$ cat config.mk
export PLATFORM = sky130hd
export DESIGN_NAME = ex_muldiv
export DESIGN_NICKNAME = d
export VERILOG_FILES = /design/src/rtl/ex_muldiv.sv
export SDC_FILE = /design/constraint.sdc
export NUM_CORES = 2
export LEC_CHECK = 0
export CORE_UTILIZATION = 56
export CTS_BUF_LIST = sky130_fd_sc_hd__clkbuf_16
export CTS_CLUSTER_SIZE = 40
export DETAILED_ROUTE_END_ITERATION = 7
export GPL_ROUTABILITY_DRIVEN = 0
export PLACE_DENSITY = 0.7
export SYNTH_ARGS = -nofsm -noshare
export SYNTH_HDL_FRONTEND = slang
export SYNTH_SLANG_ARGS = --single-unit
$ cat constraint.sdc
create_clock -name clk -period 6 [get_ports clk]
set_clock_uncertainty 0.15 [all_clocks]
set_input_delay 1.2 -clock clk [delete_from_list [all_inputs] [get_ports clk]]
set_output_delay 1.2 -clock clk [all_outputs]
set_load 0.01 [all_outputs]
$ cat src/rtl/ex_muldiv.sv
// ex_muldiv: execute-stage multiply/divide unit producing {hi,lo} for MULT/MULTU/DIV/DIVU.
// Multiply finishes in one cycle. Divide is a WIDTH-step radix-2 restoring divider.
// Ports:
//   clk, rst (async, active-low), flush (abort)
//   start_i, op_div_i, signed_i, oprand1_i, oprand2_i   operation request from ID/EX
//   stall_req_o   combinational EX-hold request until the result is ready
//   valid_o       one-cycle result pulse
//   hi_o, lo_o    product high/low, or remainder/quotient
//   div_zero_o    qualifies valid_o: divisor was zero
module ex_muldiv #(
  parameter int unsigned WIDTH = 32
) (
  input  logic             clk,
  input  logic             rst,
  input  logic             start_i,
  input  logic             op_div_i,
  input  logic             signed_i,
  input  logic [WIDTH-1:0] oprand1_i,
  input  logic [WIDTH-1:0] oprand2_i,
  input  logic             flush,
  output logic             stall_req_o,
  output logic             valid_o,
  output logic [WIDTH-1:0] hi_o,
  output logic [WIDTH-1:0] lo_o,
  output logic             div_zero_o
);

  localparam int unsigned CW = (WIDTH > 1) ? $clog2(WIDTH) : 1;
  localparam int unsigned PW = 2 * WIDTH;

  typedef enum logic [1:0] {IDLE, DIV_ZERO, DIV_ON, DONE} state_e;

  state_e           state_q, state_d;
  logic [CW-1:0]    cnt_q, cnt_d;
  logic [WIDTH-1:0] rem_q, rem_d;
  logic [WIDTH-1:0] quo_q, quo_d;
  logic [WIDTH-1:0] dvsr_q, dvsr_d;
  logic             neg_quo_q, neg_quo_d;
  logic             neg_rem_q, neg_rem_d;
  logic [WIDTH-1:0] hi_q, hi_d;
  logic [WIDTH-1:0] lo_q, lo_d;
  logic             dz_q, dz_d;
  logic             valid_q, valid_d;

  // Operand conditioning: extension for the multiplier, magnitudes for the divider.
  logic [PW-1:0]    mul_a, mul_b, product;
  logic             a_neg, b_neg;
  logic [WIDTH-1:0] a_abs, b_abs;

  always_comb begin
    mul_a   = signed_i ? {{WIDTH{oprand1_i[WIDTH-1]}}, oprand1_i} : {{WIDTH{1'b0}}, oprand1_i};
    mul_b   = signed_i ? {{WIDTH{oprand2_i[WIDTH-1]}}, oprand2_i} : {{WIDTH{1'b0}}, oprand2_i};
    // Low 2W bits of the 2W x 2W product are correct for both signed and unsigned.
    product = PW'(mul_a * mul_b);
    a_neg   = signed_i & oprand1_i[WIDTH-1];
    b_neg   = signed_i & oprand2_i[WIDTH-1];
    a_abs   = a_neg ? WIDTH'(-oprand1_i) : oprand1_i;
    b_abs   = b_neg ? WIDTH'(-oprand2_i) : oprand2_i;
  end

  // One restoring step: shift next dividend bit into the remainder and try the subtract.
  logic [WIDTH:0]   trial, diff;
  logic             q_bit;
  logic [WIDTH-1:0] rem_step, quo_step;

  always_comb begin
    trial    = {rem_q, quo_q[WIDTH-1]};
    diff     = trial - {1'b0, dvsr_q};
    q_bit    = ~diff[WIDTH];
    rem_step = q_bit ? diff[WIDTH-1:0] : trial[WIDTH-1:0];
    quo_step = {quo_q[WIDTH-2:0], q_bit};
  end

  // Next-state and result logic.
  always_comb begin
    state_d   = state_q;
    cnt_d     = cnt_q;
    rem_d     = rem_q;
    quo_d     = quo_q;
    dvsr_d    = dvsr_q;
    neg_quo_d = neg_quo_q;
    neg_rem_d = neg_rem_q;
    hi_d      = hi_q;
    lo_d      = lo_q;
    dz_d      = dz_q;
    valid_d   = 1'b0;

    case (state_q)
      IDLE: begin
        if (start_i) begin
          if (!op_div_i) begin
            hi_d    = product[PW-1:WIDTH];
            lo_d    = product[WIDTH-1:0];
            dz_d    = 1'b0;
            valid_d = 1'b1;
            state_d = DONE;
          end else if (oprand2_i == '0) begin
            state_d = DIV_ZERO;
          end else begin
            rem_d     = '0;
            quo_d     = a_abs;
            dvsr_d    = b_abs;
            neg_quo_d = a_neg ^ b_neg;
            neg_rem_d = a_neg;
            cnt_d     = '0;
            state_d   = DIV_ON;
          end
        end
      end
      DIV_ZERO: begin
        hi_d    = '0;
        lo_d    = '0;
        dz_d    = 1'b1;
        valid_d = 1'b1;
        state_d = DONE;
      end
      DIV_ON: begin
        rem_d = rem_step;
        quo_d = quo_step;
        cnt_d = cnt_q + CW'(1);
        if (cnt_q == CW'(WIDTH - 1)) begin
          hi_d    = neg_rem_q ? WIDTH'(-rem_step) : rem_step;
          lo_d    = neg_quo_q ? WIDTH'(-quo_step) : quo_step;
          dz_d    = 1'b0;
          valid_d = 1'b1;
          state_d = DONE;
        end
      end
      DONE: state_d = IDLE;
      default: state_d = IDLE;
    endcase

    // Flush aborts without publishing anything.
    if (flush) begin
      state_d = IDLE;
      valid_d = 1'b0;
      hi_d    = hi_q;
      lo_d    = lo_q;
      dz_d    = dz_q;
    end
  end

  always_ff @(posedge clk or negedge rst) begin
    if (!rst) begin
      state_q   <= IDLE;
      cnt_q     <= '0;
      rem_q     <= '0;
      quo_q     <= '0;
      dvsr_q    <= '0;
      neg_quo_q <= 1'b0;
      neg_rem_q <= 1'b0;
      hi_q      <= '0;
      lo_q      <= '0;
      dz_q      <= 1'b0;
      valid_q   <= 1'b0;
    end else begin
      state_q   <= state_d;
      cnt_q     <= cnt_d;
      rem_q     <= rem_d;
      quo_q     <= quo_d;
      dvsr_q    <= dvsr_d;
      neg_quo_q <= neg_quo_d;
      neg_rem_q <= neg_rem_d;
      hi_q      <= hi_d;
      lo_q      <= lo_d;
      dz_q      <= dz_d;
      valid_q   <= valid_d;
    end
  end

  // Hold EX while accepting or computing; released in DONE so the instruction advances.
  assign stall_req_o = rst & (((state_q == IDLE) & start_i) |
                              (state_q == DIV_ZERO) | (state_q == DIV_ON));
  assign valid_o     = valid_q;
  assign hi_o        = hi_q;
  assign lo_o        = lo_q;
  assign div_zero_o  = dz_q;

endmodule

# Word-level counts from Yosys, hierarchy flattened
# Index checks and enable logic that the tools add are counted.
[op_classes] muxes=42 n_eq_ne=11 n_addsub=6 n_bitwise=10 multipliers=1 n_reduce_logical=8
[ops] op="$mux W32" n=17
[ops] op="$pmux W32 S3" n=2
[ops] op="$mux W64" n=2
[ops] op="$neg A32 Y32" n=4
[ops] op="$pmux W32 S2" n=2
[ops] op="$mul A64 B64 Y64" n=1
[ops] op="$sub A33 B32 Y33" n=1
[ops] op="$logic_not A32 Y1" n=1
[ops] op="$mux W5" n=3
[ops] op="$mux W2" n=5
[ops] op="$ne A2 B2 Y1 const B" n=5
[ops] op="$pmux W5 S2" n=1
[ops] op="$pmux W2 S4" n=1
[ops] op="$reduce_and A4 Y1" n=2
[ops] op="$mux W1" n=7
[ops] op="$ne A3 B3 Y1 const B" n=2
[ops] op="$pmux W1 S3" n=2
[ops] op="$add A5 B1 Y5 const B" n=1
[ops] op="$eq A5 B5 Y1 const B" n=1
[ops] op="$reduce_and A5 Y1" n=1
[ops] op="$and A1 B1 Y1" n=4
[ops] op="$eq A2 B2 Y1 const B" n=2
[ops] op="$not A1 Y1" n=3
[ops] op="$reduce_bool A3 Y1" n=1
[ops] op="other kinds (6)" n=7
[totals] register_bits=171 output_inout_bits=67 in_bits=70 wordCells=89

# Depth between registers and ports, before layout
[depth] ltp_word=6 mapped_depth=38 mapped_depth_nobuf=35

# Worst setup path after synthesis
# OpenSTA, ideal clock, no wires.
[synth_path] path_kind="input to register" start="input port signed_i" end="register hi_q[31], in the netlist hi_o[31]" setup_time_ps=126 slack_ps=-4705 t_required_ps=5724 path_stages=32 n_path_buf=4 arrival_ps=10429 cell_sequence="and2_1 -> clkbuf_1 -> clkbuf_1 -> buf_1 -> nand2_1 -> fa_1 -> inv_1 -> fa_1 -> fa_1 -> inv_1 -> fa_1 -> inv_1 -> fa_1 -> fa_1 -> fa_1 -> fa_1 -> fa_1 -> inv_1 -> fa_1 -> inv_1 -> ha_1 -> clkbuf_1 -> nand2_1 -> o21ai_0 -> nor2_1 -> a2111oi_0 -> o211ai_1 -> a31oi_1 -> a31oi_1 -> o21ai_0 -> o31ai_1 -> a221o_1"
[synth_between] elab_chain_len=5 elab_cells_between_ends=6 classes_between="1 x mul; 5 x mux"
[synth_rtl] element="start, declared" line_no="17" rtl="input logic signed_i,"
[synth_rtl] element="$mux W64, on equally long branches" line_no="51, 52"
[synth_rtl] element="$mul A64 B64 Y64 *" line_no="54" rtl="product = PW'(mul_a * mul_b);"
[synth_rtl] element="$mux W32 *" line_no="91" rtl="if (!op_div_i) begin"
[synth_rtl] element="$mux W32 *" line_no="90" rtl="if (start_i) begin"
[synth_rtl] element="$pmux W32 S3 *" line_no="88" rtl="case (state_q)"
[synth_rtl] element="end signal, assigned" line_no="164" rtl="hi_q <= hi_d;"
[synth_rtl] element="end, declared" line_no="40" rtl="logic [WIDTH-1:0] hi_q, hi_d;"
# Mark *: on every way between the ends. The rest lies on a longest branch, timed or not. The select of a mux whose other input is x is not followed.
# A chain may end at the register's enable or synchronous reset.

# Final worst setup path
[layout_path] start="input port oprand2_i[8]" end="register hi_q[31], in the netlist hi_o[31]"
[layout_between] elab_chain_len=5
[layout_rtl] element="start, declared" line_no="19" rtl="input logic [WIDTH-1:0] oprand2_i,"
[layout_rtl] element="$mux W64" line_no="52" rtl="mul_b = signed_i ? {{WIDTH{oprand2_i[WIDTH-1]}}, oprand2_i} : {{WIDTH{1'b0}}, oprand2_i};"
[layout_rtl] element="$mul A64 B64 Y64" line_no="54"
[layout_rtl] element="$mux W32" line_no="91"
[layout_rtl] element="$mux W32" line_no="90"
[layout_rtl] element="$pmux W32 S3" line_no="88"
# Every way passes these cells. The select of a mux whose other input is x is not followed.

==> results.cfg <==
[status]
status = complete, but fails checks
violations = DRC, setup timing

[setup_path]
critPathLaunchType = input port
critPathArrivalTime_ps = 10290
end_kind = register
cp_slowest_cell = fa_1
worstSetupPathType = in -> reg
slowest_delay_ps = 550
crit_top_cell = fa_1
worstPathMaxFanout = 5
cp.required_ps = 6210

[synth]
ys.flop_type = dfrtp_1
ys_seq_area_share_pct = 7.08
netlist_area_sq_um = 60400
synth_nets = 8497
ys.warnings.count = 0
synth_seq_cells = 171
async_reset_ff_share_pct = 100
synth_edf_count = 0
syn-mean-instance-area_sq_um = 9.08
synth.distinct_cells = 89
synthCells = 6656

[place]
detailed_place_hpwl_mm = 164
dpl_cell_area_sq_um = 69000
numPortBuffers = 136

[cells_and_area]
final_cell_mix = 1470 x inv_1, 1299 x fa_1, 717 x buf_4, 676 x nand2_1, 531 x and2_1
synthToLayoutAreaGrowth_pct = 23.1
drive_gt1_share_pct = 21.8
num-nets-final = 9202
utilization_pct = 69.5
final_cell_area_sq_um = 74400
final_common_cell = inv_1

[clock_network]
cts_root_buf = clkbuf_16
clock_sinks = 171
cts_buffers = 17
clock_latency_ps = 470
cts_buffer_depth = 2
hold_buffers = 0
path_clk_slew_ps = 80
h-tree-depth = 4
tritoncts = built

[floorplan]
fp-row-count = 120
die_h_microns = 330
core_sq_um = 107000
dieArea_sq_um = 109000
die_w_microns = 330
start_util_pct = 56.4
io_pins = 137

[timing]
hold_viol_final = 0
post-route-period-util_pct = 168
hold_slack_ps = 334
rsz0062_at_grt = true
worstMarginPinSlew_ps = 1060
fmax_ghz = 0.0992
fin_ws_ps = -4080
relSlewSlack_pct = 29.4
layout_min_cycle_time_ps = 10080
setup-violations-final = 57
slew_viol_final = 0

[grt]
first_global_vias = 54500
grt_pass1_wl_mm = 319
antenna_found_initial = 14
globalRouteOverflowTotal = 0
grt_use_total_pct = 39.2
grt_max_degree = 130

[route]
vias_per_cell = 5.81
route.detailed.drc = 35
drt_pre_antenna_iters = 8
wire_per_inst_microns = 24.2
ant_nets = 0
num_vias = 51100
drt_iter0_drc = 4875
drt-total-wl_mm = 213

[job]
maxCapViolations = 0

[worst_hold_path]
hold_path.class = reg -> reg
-- routing by layer --
layer  share of wire, %  global-route usage (%)  vias to the layer above
met5               0.15                       0                        -
met4                8.1                    23.3                       10
met3                 12                    11.6                      985
met2                 44                    61.6                     3108
met1                 35                    48.1                    25700
li1                   -                       -                    21300
-- registers in the layout, indices dropped and copies added (netlist names) --
| signal | cells |
|---|---|
| quo_q | 32 |
| dvsr_q | 32 |
| valid_o | 1 |
| neg_quo_q | 1 |
| lo_o | 32 |
| cnt_q | 5 |
| rem_q | 32 |
| state_q | 2 |
| hi_o | 32 |
| div_zero_o | 1 |
| neg_rem_q | 1 |
-- worst paths after layout --
path	depth (start not counted)	slack, ps	to	start
worst min-delay path	2	330	dvsr_q[30]$_DFFE_PN0P_	dvsr_q[30]$_DFFE_PN0P_
worst max-delay path	35	-4080	hi_o[31]$_DFFE_PN0P_	oprand2_i[8]
worst max register to register	22	350	hi_o[16]$_DFFE_PN0P_	quo_q[31]$_DFFE_PN0P_
max in group asynchronous	2	3900	lo_o[18]$_DFFE_PN0P_	rst
min in group asynchronous	1	470	state_q[0]$_DFFE_PN0P_	rst
worst min register to register	2	330	dvsr_q[30]$_DFFE_PN0P_	dvsr_q[30]$_DFFE_PN0P_
-- per-stage QoR --
step	worst slack, ps	setup TNS [ps]	instances
final	-4080	-167080	8790
after floorplan	-3710	-138710	6656
after global routing	-4300	-175740	8778
after global placement	-4580	-205060	8552
after CTS	-3680	-159010	8738
after detailed placement	-4660	-208400	8552
-- worst max-delay path, delay by kind of cell --
family | cells | cell delay (ps)
adder cells (fa/ha/maj) | 11 | 5320
buffers and inverters | 12 | 1210
AND/OR/NAND/NOR | 5 | 980
AO/OA/AOI/OAI | 7 | 1540
-- synth_stat cells, types with 50 or more instances --
library cell,n,area [sq um]
nor2_1,213,800
fa_1,1420,28400
a21oi_1,157,786
dfrtp_1,171,4280
a21o_1,50,375
o21a_1,53,398
xor2_1,108,946
and2_1,573,3580
inv_1,1583,5940
clkbuf_1,319,1200
nand2_1,711,2670
nor3_1,51,255
o21ai_0,162,811
ha_1,351,4390
xnor2_1,152,1330
o31ai_1,53,398
-- area by class of cell --
class                      count  area [sq um]
multi-input combinational   4521         51300
fill                        7746         32700
timing repair buffer        1066         10500
inverter                    1584          5960
sequential                   171          4280
tap                         1403          1760
clock buffer                  17           425
clock inverter                15           133
antenna                       13          32.5
-- repair_timing --
item | 4_1_cts | 5_1_grt
pin swaps | 275 | 259
gates cloned | 24 | 2
setup endpoints to repair | 58 | 58
gates resized for setup | 594 | 329
endpoints found under the hold margin | 0 | 0
setup buffers | 136 | 68
-- logic make-up after synthesis --
group           synth area share (%)
xor+xnor                        3.77
mux                            0.472
fa+ha+maj                       54.4
compound gates                  7.85
flops                           7.08
buf+inv                         12.3
simple gates                    14.1
Power is left out: the tool's default activity adds up to more than one toggle a clock period on the data nets, which glitch-free logic cannot reach.
